`config.mk`:
```
export PLATFORM = sky130hd
export DESIGN_NAME = neander_control
export DESIGN_NICKNAME = d
export VERILOG_FILES = /design/src/rtl/neander_pkg.sv /design/src/rtl/neander_control.sv
export SDC_FILE = /design/constraint.sdc
export NUM_CORES = 1
export LEC_CHECK = 0
export CAP_MARGIN = 30
export CORE_UTILIZATION = 45
export CTS_BUF_LIST = sky130_fd_sc_hd__clkbuf_16
export DETAILED_ROUTE_END_ITERATION = 12
export GPL_ROUTABILITY_DRIVEN = 0
export GPL_TIMING_DRIVEN = 0
export PLACE_DENSITY = 0.74
export SKIP_LAST_GASP = 1
export SYNTH_ARGS = -nofsm -noshare
export SYNTH_HDL_FRONTEND = slang
export SYNTH_SLANG_ARGS = --single-unit
```
`constraint.sdc`:
```
create_clock -name clk -period 2.8 [get_ports clk]
set_clock_uncertainty 0.05 [all_clocks]
set_input_delay 0.28 -clock clk [delete_from_list [all_inputs] [get_ports clk]]
set_output_delay 0.28 -clock clk [all_outputs]
set_load 0.1 [all_outputs]
```
`src/rtl/neander_pkg.sv`:
```
// Shared types for the Neander control unit: opcodes, ULA operations, FSM states
// and the datapath mux-select encodings.
package neander_pkg;

   typedef enum logic [3:0] {
      OP_NOP = 4'h0,
      OP_STA = 4'h1,
      OP_LDA = 4'h2,
      OP_ADD = 4'h3,
      OP_OR  = 4'h4,
      OP_AND = 4'h5,
      OP_NOT = 4'h6,
      OP_JMP = 4'h8,
      OP_JN  = 4'h9,
      OP_JZ  = 4'hA,
      OP_HLT = 4'hF
   } opcode_t;

   typedef enum logic [2:0] {
      ULA_ADD  = 3'b000,
      ULA_AND  = 3'b001,
      ULA_OR   = 3'b010,
      ULA_NOT  = 3'b011,
      ULA_PASS = 3'b100
   } ula_op_t;

   typedef enum logic [4:0] {
      ST_F0, ST_F1, ST_F2, ST_DEC,
      ST_X0,
      ST_A0, ST_A1, ST_A2, ST_A3, ST_A4,
      ST_S3, ST_S4,
      ST_J0, ST_J1, ST_J2, ST_JSKIP,
      ST_HALT, ST_WAIT
   } state_t;

   localparam logic REM_SRC_PC  = 1'b0;
   localparam logic REM_SRC_RDM = 1'b1;
   localparam logic RDM_SRC_MEM = 1'b0;
   localparam logic RDM_SRC_AC  = 1'b1;

   // ULA operation applied in the final step of a memory-operand instruction.
   function automatic ula_op_t ula_for(input opcode_t op);
      case (op)
         OP_ADD:  return ULA_ADD;
         OP_OR:   return ULA_OR;
         OP_AND:  return ULA_AND;
         default: return ULA_PASS;
      endcase
   endfunction

endpackage

```
`src/rtl/neander_control.sv`:
```
// Neander control unit: Moore FSM sequencing fetch/decode/execute and driving every
// datapath load, enable and mux select from the latched opcode and the N/Z flags.
module neander_control
   import neander_pkg::*;
#(
   parameter int OPC_W      = 4,
   parameter int MEM_RD_LAT = 1
) (
   input  logic             clk,
   input  logic             rst,
   input  logic             en,
   input  logic [OPC_W-1:0] opcode,
   input  logic             flag_n,
   input  logic             flag_z,
   output logic             pc_load,
   output logic             pc_inc,
   output logic             rem_load,
   output logic             rem_sel,
   output logic             rdm_load,
   output logic             rdm_sel,
   output logic             mem_write,
   output logic             ri_load,
   output logic             ac_load,
   output logic [2:0]       sel_ula,
   output logic             nz_load,
   output logic             halted
);

   localparam bit         HAS_WAIT  = (MEM_RD_LAT > 1);
   localparam logic [1:0] WAIT_INIT = 2'(HAS_WAIT ? MEM_RD_LAT - 2 : 0);

   state_t     state_q, state_d;
   state_t     ret_q, ret_d;
   state_t     tgt;
   opcode_t    op_q, op_d;
   opcode_t    opc;
   logic [1:0] cnt_q, cnt_d;
   logic       rem_step;

   assign opc = opcode_t'(opcode[3:0]);

   always_ff @(posedge clk or posedge rst) begin
      if (rst) begin
         state_q <= ST_F0;
         ret_q   <= ST_F0;
         op_q    <= OP_NOP;
         cnt_q   <= '0;
      end else begin
         state_q <= state_d;
         ret_q   <= ret_d;
         op_q    <= op_d;
         cnt_q   <= cnt_d;
      end
   end

   always_comb begin
      state_d  = state_q;
      ret_d    = ret_q;
      cnt_d    = cnt_q;
      op_d     = op_q;
      tgt      = state_q;
      rem_step = 1'b0;
      if (en) begin
         case (state_q)
            ST_F0:    begin tgt = ST_F1; rem_step = 1'b1; end
            ST_F1:    tgt = ST_F2;
            ST_F2:    tgt = ST_DEC;
            ST_DEC: begin
               // Opcode and flags are captured here; later flag changes cannot redirect a jump.
               op_d = opc;
               case (opc)
                  OP_NOT:                                tgt = ST_X0;
                  OP_STA, OP_LDA, OP_ADD, OP_OR, OP_AND: tgt = ST_A0;
                  OP_JMP:                                tgt = ST_J0;
                  OP_JN:                                 tgt = flag_n ? ST_J0 : ST_JSKIP;
                  OP_JZ:                                 tgt = flag_z ? ST_J0 : ST_JSKIP;
                  OP_HLT:                                tgt = ST_HALT;
                  default:                               tgt = ST_F0;
               endcase
            end
            ST_X0:    tgt = ST_F0;
            ST_A0:    begin tgt = ST_A1; rem_step = 1'b1; end
            ST_A1:    tgt = ST_A2;
            ST_A2:    begin tgt = (op_q == OP_STA) ? ST_S3 : ST_A3; rem_step = 1'b1; end
            ST_A3:    tgt = ST_A4;
            ST_S3:    tgt = ST_S4;
            ST_J0:    begin tgt = ST_J1; rem_step = 1'b1; end
            ST_J1:    tgt = ST_J2;
            ST_A4, ST_S4, ST_J2, ST_JSKIP: tgt = ST_F0;
            ST_WAIT: begin
               if (cnt_q == 2'd0) begin
                  tgt = ret_q;
               end else begin
                  tgt   = ST_WAIT;
                  cnt_d = cnt_q - 2'd1;
               end
            end
            default:  tgt = state_q;
         endcase
         // Any REM load detours through WAIT so the memory has settled before RDM samples it.
         if (rem_step && HAS_WAIT) begin
            state_d = ST_WAIT;
            ret_d   = tgt;
            cnt_d   = WAIT_INIT;
         end else begin
            state_d = tgt;
         end
      end
   end

   always_comb begin
      pc_load   = 1'b0;
      pc_inc    = 1'b0;
      rem_load  = 1'b0;
      rem_sel   = REM_SRC_PC;
      rdm_load  = 1'b0;
      rdm_sel   = RDM_SRC_MEM;
      mem_write = 1'b0;
      ri_load   = 1'b0;
      ac_load   = 1'b0;
      sel_ula   = ULA_ADD;
      nz_load   = 1'b0;
      halted    = 1'b0;
      if (en && !rst) begin
         case (state_q)
            ST_F0, ST_A0, ST_J0: rem_load = 1'b1;
            ST_F1, ST_A1: begin
               rdm_load = 1'b1;
               pc_inc   = 1'b1;
            end
            ST_F2:        ri_load = 1'b1;
            ST_X0: begin
               ac_load = 1'b1;
               nz_load = 1'b1;
               sel_ula = ULA_NOT;
            end
            ST_A2: begin
               rem_load = 1'b1;
               rem_sel  = REM_SRC_RDM;
            end
            ST_A3, ST_J1: rdm_load = 1'b1;
            ST_A4: begin
               ac_load = 1'b1;
               nz_load = 1'b1;
               sel_ula = ula_for(op_q);
            end
            ST_S3: begin
               rdm_load = 1'b1;
               rdm_sel  = RDM_SRC_AC;
            end
            ST_S4:        mem_write = 1'b1;
            ST_J2:        pc_load   = 1'b1;
            ST_JSKIP:     pc_inc    = 1'b1;
            ST_HALT:      halted    = 1'b1;
            default:      ;
         endcase
      end
   end

endmodule

```
Word-level counts from Yosys, hierarchy flattened

Index checks and enable logic that the tools add are counted.
Widths: inputs -> output; s select.

Reductions and logical operators: 14
Equal/unequal tests: 31
Multiplexer cells: 29
Bitwise operators: 1
$add $sub $neg: 1

Operators with widths:

| kind               | number |
|---|---|
| $pmux 5 s13        | 1 |
| $eq 5x4->1 const B | 8 |
| $pmux 5 s6         | 1 |
| $eq 4x3->1 const B | 5 |
| $eq 5x3->1 const B | 4 |
| $mux 1             | 20 |
| $eq 4x4->1 const B | 4 |
| $reduce_or 5->1    | 3 |
| $reduce_bool 13->1 | 1 |
| $eq 4x2->1 const B | 3 |
| $eq 5x2->1 const B | 2 |
| $eq 5x5->1 const B | 2 |
| $pmux 3 s3         | 1 |
| $eq 4x1->1 const B | 2 |
| $mux 2             | 3 |
| $pmux 3 s2         | 1 |
| $eq 5x1->1 const B | 1 |
| $logic_not 5->1    | 1 |
| $mux 5             | 1 |
| $reduce_and 2->1   | 2 |
| $reduce_or 4->1    | 1 |
| $mux 3             | 1 |
| $reduce_and 3->1   | 1 |
| $reduce_or 3->1    | 1 |
| 6 further kinds    | 6 |

Register bits: 11
Input port bits: 9
Output and inout bits: 14

Logic depth before layout (Yosys ltp)

Word-level depth: 4
Depth in mapped cells: 6
Gate-level depth less buffers: 6

Least setup slack after synthesis

Ideal clock, no wire load.

Path type: register -> output
From: reg state_q[0]
To: out sel_ula[0]
Data arrival time: 4.700 ns
Slack: -2.230 ns
Cell stages (with the launch flop): 6
Cells stage by stage: dfrtp_1 -> buf_2 -> nor2b_1 -> nand4_1 -> a21oi_1 -> a21boi_0

Longest elaborated chain between the ends: 3

Ends and longest elaborated chain:

| what                                            | line                   | RTL |
|---|---|---|
| from (decl)                                     | neander_control.sv:32  | `state_t state_q, state_d;` |
| from (signal assigned)                          | neander_control.sv:49  | `state_q <= state_d;` |
| $eq 5x4->1 / $eq 5x3->1 (equally long branches) | neander_control.sv:125 | `case (state_q)` |
| $pmux 3 s2 (*)                                  | neander_control.sv:125 |  |
| $mux 3 (*)                                      | neander_control.sv:124 | `if (en && !rst) begin` |
| to (decl)                                       | neander_control.sv:24  | `output logic [2:0] sel_ula,` |

Mark *: on every way between the ends. The rest lies on a longest branch, timed or not.

Final worst setup path

From: reg state_q[2]
To: out rem_load

Longest elaborated chain between the ends: 4

Ends and longest elaborated chain:

| what                                 | line                   | RTL |
|---|---|---|
| $eq 5x4->1 (tied with other cells)   | neander_control.sv:125 |  |
| $reduce_or 4->1 (no source line) (*) | n/a                    |  |
| $mux 1 (*)                           | neander_control.sv:125 |  |
| $mux 1 (*)                           | neander_control.sv:124 |  |
| to (decl)                            | neander_control.sv:17  | `output logic rem_load,` |

Marks and branches as above.

==> results.json <==
{
  "syn_to_final_growth_pct": 40.49,
  "std_cell_rows": 15,
  "grt_pass1_vias": 900,
  "dpl_worst_slack_ps": -485.1,
  "initial_utilization": 0.5024,
  "path_cells": "buf_2 > nand2b_1 > nand3_1 > a2bb2oi_1 > nor3_2 > dlygate4sd2_1",
  "pwr-share-seq": 0.230,
  "clk_latency_ps": 230,
  "final_antenna_net_count": 0,
  "grt_max_degree": 13,
  "dp_cells": 165,
  "p_clk_frac": 0.201,
  "antenna_cells": 0,
  "p_sw_uw": 592.5,
  "period_share": 0.9419,
  "async_reset_ff_frac": 1.000,
  "drive_gt1_frac": 0.2431,
  "synthXorXnorAreaFrac": 0.02873,
  "synth_top_family_by_area": "simple AND/OR/NAND/NOR gates",
  "cts-root-buf": "clkbuf_16",
  "synth_cell_type_count": 38,
  "grt.total_usage": 0.2403,
  "endpoint_kind": "primary output",
  "synth-simple-area-share": 0.3283,
  "clock_sinks": 11,
  "synth_common_cells": "nand2_1, dfrtp_1, a21oi_1",
  "die_height_um": 47.09,
  "status": "finished, final reports clean",
  "power_uw": 1247,
  "synth_warnings": 0,
  "worst_slew_pin_slew_ps": 954.7,
  "synthCells": 118,
  "cap_violations": 0,
  "cp_slowest_cell": "dlygate4sd2_1",
  "relSlewSlack": 0.3660,
  "drt-wirelength-per-cell_um": 13.37,
  "cts_buffers": 3,
  "irDropWorstVdd_mv": 0.6462,
  "synthesis.nets": 128,
  "synth_top_area_frac": 0.3010,
  "final_cells": 169,
  "critPathLaunch": "state_q[2]$_DFFE_PP0P_",
  "cts.path.max_buffers": 2,
  "drt_wl_total_um": 2260,
  "cp_data_arrival_time_ps": 2310,
  "htree_levels": 1,
  "finalHoldViolCount": 0,
  "period_minus_slack_ps": 2637,
  "maxSlewViolCount": 0,
  "cts_tree": "built",
  "synth_most_common_cell": "nand2_1",
  "io_pins": 23,
  "die_area_um2": 2217,
  "setup_ws_ps": 162.8,
  "rsz0062_at_grt": "no",
  "netlist_area_um2": 914.6,
  "grt-ovfl-total": 0,
  "ys.flop_type": "dfrtp_1",
  "syn_avg_cell_area_um2": 7.751,
  "antenna_found_initial": 0,
  "core_region_area_um2": 1821,
  "r2r_start": "state_q[3]$_DFFE_PP0P_",
  "n_fill_cell": 158,
  "synthAdderAreaFrac": 0.01368,
  "routed_via_density": 6.041,
  "cts_hold_buf": 0,
  "yosys.area.top_type": "dfrtp_1",
  "synthTopCellsByArea": "dfrtp_1, nand2_1, a21oi_1, mux2_2, nand3_1",
  "utilization": 0.7058,
  "max_stage_delay_ps": 870,
  "drc": 0,
  "synth_compound_area_frac": 0.2079,
  "drt_pass1_iterations": 4,
  "grt_pass1_wl_um": 3795,
  "max_freq_mhz": 379.2,
  "swShare": 0.4752,
  "required_ps": 2470,
  "hold_slack_ps": 418.3,
  "first_iter_violations": 38,
  "synth_seq_cells": 11,
  "p_int_uw": 654.2,
  "critPathKind": "flip-flop to primary output",
  "detailed_place_hpwl_um": 1708,
  "fp.dieW_um": 47.09,
  "startpoint_type": "flip-flop",
  "leakage_uw": 0.0004872,
  "p_per_area_nw_per_um2": 970.2,
  "nNetsFinal": 155,
  "pwr-share-comb": 0.569,
  "synth_edf_count": 0,
  "setup-violations-final": 0,
  "vias": 1021,
  "hp-class": "input pin to async pin",
  "crit_fanout": 10,
  "path_clk_slew_ps": 40,
  "portBuffers": 22,
  "seq_area_frac_synth": 0.3010,
  "muxShareOfSynthArea": 0.04925
}
power by group through the flow:
stage | Combinational, µW | Sequential, µW | Clock, µW
global placement | 694 | 285 | 0
floorplan | 574 | 269 | 0
detailed placement | 712 | 287 | 0
global route | 778 | 300 | 261
finish | 709 | 287 | 250
CTS | 712 | 285 | 254
kinds of logic (layout without fill, tap and decap cells):
family | after synthesis | after routing
buf+inv | 15 | 41
simple gates | 56 | 56
mux | 4 | 4
fa+ha+maj | 1 | 1
compound gates | 28 | 28
xor+xnor | 3 | 3
flops | 11 | 11
cell type report:
cell class	instances	area [µm²]	share of cell area
flip-flops and latches	11	275.3	0.2142
clock inverters	1	3.754	0.002921
well taps	25	31.28	0.02434
clock buffers	3	75.07	0.05842
plain buffers	8	38.79	0.03019
repair buffers	22	210.2	0.1636
inverters	7	30.03	0.02337
multi-input cells	92	620.6	0.4830
layer usage:
layer	share of wire	up-vias	GRT usage
met4	0.015	0	0.1257
met1	0.44	492	0.3199
met3	0.058	7	0.03846
met5	0	-	0
met2	0.48	33	0.3750
li1	-	489	-
critical path: cells and delay by family (launching register included):
family	cells	cell delay [ps]
compound gates	1	160
flops	1	340
simple gates	3	500
buf+inv	2	1080
through the flow:
stage          cell area (µm²)  TNS [ps]
6_report                  1285         0
3_5_place_dp              1212     -3162
3_3_place_gp              1212     -2724
5_1_grt                   1285         0
2_1_floorplan            960.9    -698.8
4_1_cts                   1296    -195.1
worst paths after layout:
path,slack [ps],depth (start not counted),endpoint
hold reg to reg,430,2,cnt_q[1]$_DFFE_PP0P_
setup reg to reg,930,5,cnt_q[1]$_DFFE_PP0P_
min in group clk,430,2,cnt_q[1]$_DFFE_PP0P_
hold / removal,420,2,state_q[3]$_DFFE_PP0P_
max in group asynchronous,2090,2,op_q[3]$_DFFE_PP0P_
setup / recovery,160,6,rem_load
registers in the layout, indices dropped and copies added (netlist names):
signal and flops:
cnt_q 2, op_q 4, state_q 5
cells in the final DEF (no fill, tap or decap), drive strengths merged, types with 7 or more instances in the layout:
cell            n
dfrtp          11
clkdlybuf4s50   8
inv             7
clkbuf         10
a21oi          10
clkdlybuf4s15   9
nand3           7
nor2            8
nand2          14
timing repair:
item                                    4_1_cts  5_1_grt
endpoints found under the setup margin       14        5
gates resized for setup                      33        9
buffers inserted                              0        0
(Power assumes the default switching activity.)
